[config.mk]
export PLATFORM = sky130hd
export DESIGN_NAME = tlc_multiway_flat
export DESIGN_NICKNAME = d
export VERILOG_FILES = /design/src/rtl/tlc_pkg.sv /design/src/rtl/tlc_multiway_if.sv /design/src/rtl/tlc_rr_pick.sv /design/src/rtl/tlc_multiway.sv /design/src/flat_wrapper.sv
export SDC_FILE = /design/constraint.sdc
export NUM_CORES = 1
export LEC_CHECK = 0
export CAP_MARGIN = 30
export CORE_ASPECT_RATIO = 0.9
export CORE_MARGIN = 10
export CORE_UTILIZATION = 58
export CTS_CLUSTER_DIAMETER = 100
export DETAILED_ROUTE_END_ITERATION = 6
export GPL_TIMING_DRIVEN = 0
export PLACE_DENSITY = 0.93
export SLEW_MARGIN = 20
export SYNTH_ARGS = -nofsm -noshare
export SYNTH_HDL_FRONTEND = slang
export SYNTH_SLANG_ARGS = --single-unit
export TNS_END_PERCENT = 50
[constraint.sdc]
create_clock -name clk -period 4.2 [get_ports clk]
set_input_delay 0.63 -clock clk [delete_from_list [all_inputs] [get_ports clk]]
set_output_delay 0.63 -clock clk [all_outputs]
set_load 0.05 [all_outputs]
[src/rtl/tlc_pkg.sv]
// tlc_pkg: shared types, default timing and width helpers for the
// multi-approach traffic light controller. Optional feature macro used by
// the controller: TLC_PREEMPT_EN.
package tlc_pkg;

   typedef enum logic [1:0] {
      ST_ALL_RED = 2'd0,
      ST_GREEN   = 2'd1,
      ST_YELLOW  = 2'd2
   } tlc_state_e;

   localparam int DEF_N_WAY     = 4;
   localparam int DEF_MIN_GREEN = 4;
   localparam int DEF_MAX_GREEN = 10;
   localparam int DEF_YELLOW_T  = 3;
   localparam int DEF_ALLRED_T  = 2;

   // Width of an approach index; never narrower than one bit.
   function automatic int idx_w(input int n);
      return (n > 1) ? $clog2(n) : 1;
   endfunction

   // Width of a timer that must hold the largest of the three durations.
   function automatic int tmr_w(input int a, input int b, input int c);
      int m;
      m = a;
      if (b > m) m = b;
      if (c > m) m = c;
      return $clog2(m + 1);
   endfunction

endpackage

[src/rtl/tlc_multiway_if.sv]
// tlc_multiway_if: sensor inputs and lamp outputs of the controller.
// With TLC_PREEMPT_EN defined, the preemption request signals are added.
interface tlc_multiway_if
   import tlc_pkg::*;
#(
   parameter int N_WAY = DEF_N_WAY
) ();

   logic [N_WAY-1:0]        t;
   logic [N_WAY-1:0]        r;
   logic [N_WAY-1:0]        y;
   logic [N_WAY-1:0]        g;
   logic [idx_w(N_WAY)-1:0] cur;
`ifdef TLC_PREEMPT_EN
   logic                    pre_req;
   logic [idx_w(N_WAY)-1:0] pre_idx;
`endif

   // Sensor / stimulus side.
   modport master (
`ifdef TLC_PREEMPT_EN
      output pre_req, pre_idx,
`endif
      output t,
      input  r, y, g, cur
   );

   // Controller side.
   modport slave (
`ifdef TLC_PREEMPT_EN
      input  pre_req, pre_idx,
`endif
      input  t,
      output r, y, g, cur
   );

endinterface

[src/rtl/tlc_rr_pick.sv]
// tlc_rr_pick: combinational round-robin search. Returns the first approach
// with latched demand after cur (wrapping modulo N_WAY); cur itself when none.
module tlc_rr_pick
   import tlc_pkg::*;
#(
   parameter int N_WAY = DEF_N_WAY
) (
   input  logic [N_WAY-1:0]        dem,
   input  logic [idx_w(N_WAY)-1:0] cur,
   output logic                    found,
   output logic [idx_w(N_WAY)-1:0] next_idx
);

   localparam int IW = idx_w(N_WAY);

   logic [IW-1:0] pos;
   int unsigned   sum;

   // Scan offsets 1..N_WAY-1 from cur and keep the nearest demanding approach.
   always_comb begin
      found    = 1'b0;
      next_idx = cur;
      pos      = '0;
      sum      = 0;
      for (int unsigned k = 1; k < N_WAY; k++) begin
         sum = k + {{(32-IW){1'b0}}, cur};
         pos = IW'(sum % N_WAY);
         if (!found && dem[pos]) begin
            found    = 1'b1;
            next_idx = pos;
         end
      end
   end

endmodule

[src/rtl/tlc_multiway.sv]
// tlc_multiway: N-approach round-robin traffic light controller with
// min/max green, fixed yellow and all-red clearance. Lamp outputs are
// registered. Optional emergency preemption under TLC_PREEMPT_EN.
module tlc_multiway
   import tlc_pkg::*;
#(
   parameter int N_WAY     = DEF_N_WAY,
   parameter int MIN_GREEN = DEF_MIN_GREEN,
   parameter int MAX_GREEN = DEF_MAX_GREEN,
   parameter int YELLOW_T  = DEF_YELLOW_T,
   parameter int ALLRED_T  = DEF_ALLRED_T
) (
   input logic           clk,
   input logic           rst,
   tlc_multiway_if.slave bus
);

   localparam int IW = idx_w(N_WAY);
   localparam int TW = tmr_w(MAX_GREEN, YELLOW_T, ALLRED_T);

   localparam logic [TW-1:0] MIN_G   = TW'(MIN_GREEN);
   localparam logic [TW-1:0] MAX_G   = TW'(MAX_GREEN);
   localparam logic [TW-1:0] Y_LAST  = TW'(YELLOW_T - 1);
   localparam logic [TW-1:0] AR_LAST = TW'(ALLRED_T - 1);

   tlc_state_e       state, nxt_state;
   logic [TW-1:0]    cnt, nxt_cnt;
   logic [TW-1:0]    gcnt, nxt_gcnt;
   logic [N_WAY-1:0] dem, nxt_dem;
   logic [IW-1:0]    cur_q, nxt_cur;
   logic             first_q, nxt_first;
   logic [N_WAY-1:0] r_q, y_q, g_q;
   logic [N_WAY-1:0] nxt_r, nxt_y, nxt_g;
   logic             other_dem, go_yel;
   logic             pick_found;
   logic [IW-1:0]    pick_idx;

   tlc_rr_pick #(.N_WAY(N_WAY)) u_pick (
      .dem      (dem),
      .cur      (cur_q),
      .found    (pick_found),
      .next_idx (pick_idx)
   );

   assign other_dem = |(dem & ~(N_WAY'(1) << cur_q));

   // Next-state, timers, demand latch and lamp decode of the next state.
   always_comb begin
      nxt_state = state;
      nxt_cnt   = cnt;
      nxt_gcnt  = gcnt;
      nxt_dem   = dem | bus.t;
      nxt_cur   = cur_q;
      nxt_first = first_q;
      go_yel    = 1'b0;
      nxt_r     = '1;
      nxt_y     = '0;
      nxt_g     = '0;

      unique case (state)
         ST_ALL_RED: begin
            if (cnt == AR_LAST) begin
               nxt_state = ST_GREEN;
               nxt_cnt   = '0;
               nxt_gcnt  = TW'(1);
               nxt_first = 1'b0;
               if (first_q)         nxt_cur = '0;
               else if (pick_found) nxt_cur = pick_idx;
`ifdef TLC_PREEMPT_EN
               if (bus.pre_req)     nxt_cur = bus.pre_idx;
`endif
            end else begin
               nxt_cnt = cnt + TW'(1);
            end
         end
         ST_GREEN: begin
            nxt_dem[cur_q] = 1'b0;
            if (gcnt != MAX_G) nxt_gcnt = gcnt + TW'(1);
            go_yel = (gcnt >= MIN_G) && other_dem &&
                     (!bus.t[cur_q] || (gcnt >= MAX_G));
`ifdef TLC_PREEMPT_EN
            // Preemption overrides both the minimum green and the hold rules.
            if (bus.pre_req) go_yel = (bus.pre_idx != cur_q);
`endif
            if (go_yel) begin
               nxt_state = ST_YELLOW;
               nxt_cnt   = '0;
            end
         end
         ST_YELLOW: begin
            if (cnt == Y_LAST) begin
               nxt_state = ST_ALL_RED;
               nxt_cnt   = '0;
            end else begin
               nxt_cnt = cnt + TW'(1);
            end
         end
         default: begin
            nxt_state = ST_ALL_RED;
            nxt_cnt   = '0;
         end
      endcase

      if (nxt_state == ST_GREEN) begin
         nxt_g[nxt_cur] = 1'b1;
         nxt_r[nxt_cur] = 1'b0;
      end else if (nxt_state == ST_YELLOW) begin
         nxt_y[nxt_cur] = 1'b1;
         nxt_r[nxt_cur] = 1'b0;
      end
   end

   // State, timers, demand latch and registered lamp outputs.
   always_ff @(posedge clk) begin
      if (rst) begin
         state   <= ST_ALL_RED;
         cnt     <= '0;
         gcnt    <= '0;
         dem     <= '0;
         cur_q   <= '0;
         first_q <= 1'b1;
         r_q     <= '1;
         y_q     <= '0;
         g_q     <= '0;
      end else begin
         state   <= nxt_state;
         cnt     <= nxt_cnt;
         gcnt    <= nxt_gcnt;
         dem     <= nxt_dem;
         cur_q   <= nxt_cur;
         first_q <= nxt_first;
         r_q     <= nxt_r;
         y_q     <= nxt_y;
         g_q     <= nxt_g;
      end
   end

   assign bus.r   = r_q;
   assign bus.y   = y_q;
   assign bus.g   = g_q;
   assign bus.cur = cur_q;

endmodule

[src/flat_wrapper.sv]
// flat-port wrapper written by rule: the top's interface ports become plain ports
module tlc_multiway_flat import tlc_pkg::*;
#(
   parameter int N_WAY     = DEF_N_WAY,
   parameter int MIN_GREEN = DEF_MIN_GREEN,
   parameter int MAX_GREEN = DEF_MAX_GREEN,
   parameter int YELLOW_T  = DEF_YELLOW_T,
   parameter int ALLRED_T  = DEF_ALLRED_T
)
  (clk, rst, bus_t, bus_r, bus_y, bus_g, bus_cur);
  tlc_multiway_if #(.N_WAY(N_WAY)) bus_i ();
  input logic clk;
  input logic rst;
  input wire logic [$bits(bus_i.t)-1:0] bus_t;
  output wire logic [$bits(bus_i.r)-1:0] bus_r;
  output wire logic [$bits(bus_i.y)-1:0] bus_y;
  output wire logic [$bits(bus_i.g)-1:0] bus_g;
  output wire logic [$bits(bus_i.cur)-1:0] bus_cur;
  assign bus_i.t = bus_t;
  assign bus_r = bus_i.r;
  assign bus_y = bus_i.y;
  assign bus_g = bus_i.g;
  assign bus_cur = bus_i.cur;
  tlc_multiway #(.N_WAY(N_WAY), .MIN_GREEN(MIN_GREEN), .MAX_GREEN(MAX_GREEN), .YELLOW_T(YELLOW_T), .ALLRED_T(ALLRED_T)) u_core (.clk(clk), .rst(rst), .bus(bus_i));
endmodule
==> results_dict.tcl <==
set metrics [dict create \
    status "completed" \
    fin_crit_ps 2540 \
    synthMuxAreaShare_pct 6.06 \
    final_nets 207 \
    hold_violations 0 \
    cts_hold_buf 0 \
    port_buffers 18 \
    cp.required_ps 4410 \
    ir_worst_vdd_v 0.000338 \
    clock_skew_ps 3.26 \
    synth-main-ff-cell "dfxtp_1" \
    synth_nets 182 \
    cts_tree "done" \
    yosysMostFrequentCell "dfxtp_1" \
    instances_no_fill 224 \
    fp.dieH_um 69.0 \
    switching_share_pct 37.4 \
    clock-root-buffer "clkbuf_4" \
    p_switching_mw 0.384 \
    rsz0062_at_grt "false" \
    crit_path_end_kind "flip-flop" \
    cp_cell_sequence "buf_6 -> inv_2 -> ha_1 -> nor2b_1 -> o32ai_1 -> a32oi_2 -> mux2i_1 -> o211ai_1" \
    fin_crit_sh_pct 60.6 \
    dpl.cell_count 216 \
    pwr-share-comb_pct 38.6 \
    synth_seq_area_share_pct 37.5 \
    synth_top_area_share_pct 37.5 \
    slowest_delay_ps 510 \
    yosys_register_bits 29 \
    endpoint "u_core.bus.r[1]" \
    holdCritPathClass "flip-flop to flip-flop" \
    die-width_um 74.5 \
    synth_top_area_cell "dfxtp_1" \
    clk_path_buf_depth 2 \
    slew_headroom_pct 60.1 \
    setup_tns_ps 0 \
    synth_top_cells_by_area "dfxtp_1 37%, ha_1 4.8%, a21oi_1 3.6%" \
    synth_area_um2 1550 \
    ys_async_sr_fraction_pct 0 \
    pwr_density_cell_nw_per_um2 550 \
    numCtsBuffers 5 \
    wl_per_cell_um 17.1 \
    r2r_cells 8 \
    startpoint_type "flip-flop" \
    final_util_pct 74.4 \
    cap_violations 0 \
    synth-simple-area-share_pct 21.4 \
    dpl.hpwl_mm 2.80 \
    total_power_mw 1.03 \
    power.share.sequential_pct 33.6 \
    grt_pass1_wl_mm 6.32 \
    fp.coreArea_um2 2510 \
    antenna_cells 0 \
    routed_via_density 6.42 \
    synthCells 170 \
    setup_viol 0 \
    drtPass1Iterations 4 \
    wl_mm 3.84 \
    drtIter0Drc 75 \
    clk_latency_ps 340 \
    synth_edf_count 0 \
    r2r_slack_ps 1660 \
    synth_compound_area_share_pct 23.0 \
    htree_levels 2 \
    synthXorXnorAreaFrac_pct 1.13 \
    cts_sinks 29 \
    post_cts_buffers 0 \
    fill_cells 186 \
    cell_internal_pwr_mw 0.642 \
    antenna_found_initial 0 \
    clock_power_share_pct 27.8 \
    ys_warn_count 0 \
    io_pins 20 \
    cts_resized 0 \
    critPathMaxFanout 10 \
    fmaxAchievable_mhz 393 \
    grt_pass1_vias 1332 \
    arrival_ps 2750 \
    synthToLayoutAreaGrowth_pct 20.5 \
    place.gp.congestion 0.923 \
    slowest_stage "mux2i_1" \
    postRouteAntennaNets 0 \
    design.die.area_um2 5140 \
    vias 1438 \
    power.leakage_nw 0.700 \
    ys_top_cells_by_count "29 x dfxtp_1, 12 x nor2_1, 11 x a21oi_1" \
    num_rows 17 \
    synthDistinctLibCells 58 \
    drive_gt1_share_pct 17.3 \
    syn_avg_cell_area_um2 9.11 \
    synth_top_family_by_area "compound AO/OA/AOI/OAI gates" \
    path_clk_slew_ps 90 \
    grt_max_degree 11 \
    r2r-end "u_core.bus.r[1]" \
    drc 0 \
    worst_pin_slew_ps 591 \
    crit_type "flip-flop to flip-flop" \
    grt_use_total_pct 15.3 \
    reg2reg_from "u_core.bus.cur[0]" \
    slew_violations 0 \
    startpoint "u_core.bus.cur[0]" \
    start_util_pct 61.7 \
    grt_overflow_total 0 \
    synth_fa_ha_area_share_pct 4.85 \
]
power by group through the flow:
stage                     Combinational (mW)  Clock (mW)  Sequential [mW]
after detailed placement               0.386           0            0.349
after floorplan                        0.258           0            0.384
after global routing                   0.437       0.300            0.349
after global placement                 0.366           0            0.346
after CTS                              0.391       0.286            0.344
final                                  0.396       0.286            0.345
metrics by stage:
stage,area (um2),hold WS [ps],setup slack [ps]
floorplan,1550,480,1690
global placement,1760,509,1810
detailed placement,1760,530,1730
CTS,1870,543,1700
global route,1870,561,1450
finish,1870,539,1660
worst min path at each step:
stage,endpoint,startpoint,cells past startpoint,slack [ps]
after floorplan,u_core.first_q,u_core.first_q,2,480
after global placement,u_core.first_q,u_core.first_q,2,510
after detailed placement,u_core.cnt[3],u_core.cnt[3],2,530
after CTS,u_core.cnt[3],u_core.cnt[3],2,540
after global routing,u_core.cnt[3],u_core.cnt[3],2,560
final,u_core.cnt[3],u_core.cnt[3],2,540
logic make-up (layout without fill, tap and decap cells):
kind of cell    after synthesis  in the layout
compound gates               46             46
xor+xnor                      2              2
buf+inv                      20             46
simple gates                 60             60
flops                        29             29
mux                           7              7
fa+ha+maj                     6              6
flip-flops by register name (all words and copies together), names as in the netlist:
register,cells
u_core.bus.g,4
u_core.bus.r,4
u_core.bus.y,4
u_core.cnt,4
u_core.dem,4
u_core.gcnt,4
u_core.bus.cur,2
u_core.state,2
u_core.first_q,1
layout by cell type (no fill, tap or decap), drive strengths merged, types with 2 or more instances in the layout:
cell type,Yosys,layout
dfxtp,29,29
clkdlybuf4s50,0,18
nor2,14,14
a21oi,12,12
inv,11,11
nand2,10,10
a211oi,10,10
nor3,8,8
clkbuf,2,7
buf,7,7
nand2b,6,6
ha,6,6
o21ai,6,6
o211ai,3,3
nand4,3,3
nand3,3,3
o32ai,3,3
mux2i,3,3
nor4,3,3
mux2,3,3
and3,2,2
nor2b,2,2
a31oi,2,2
bufinv,0,2
area by class of cell:
cell class / instances / area [um2] / area share [%]
buffer: 9 / 52.6 / 2.82
clock buffer: 5 / 37.5 / 2.01
clock inverter: 3 / 65.1 / 3.49
inverter: 11 / 41.3 / 2.21
multi-input combinational: 121 / 875 / 46.8
sequential: 29 / 581 / 31.1
tap: 28 / 35.0 / 1.88
timing repair buffer: 18 / 180 / 9.65
worst max-delay path: cells and delay by family (launching register included):
family	cells	cell delay (ps)
compound gates	3	550
buf+inv	2	300
mux	1	510
simple gates	1	200
flops	1	480
fa+ha+maj	1	380
per-layer routing:
metal | track usage, % | up-vias | wire length [um]
met5 | 0 | - | 0
li1 | - | 681 | -
met3 | 5.56 | 11 | 276
met1 | 17.7 | 690 | 1590
met2 | 24.2 | 56 | 1900
met4 | 6.88 | 0 | 76
No activity file was read; power rests on OpenSTA's default activity.
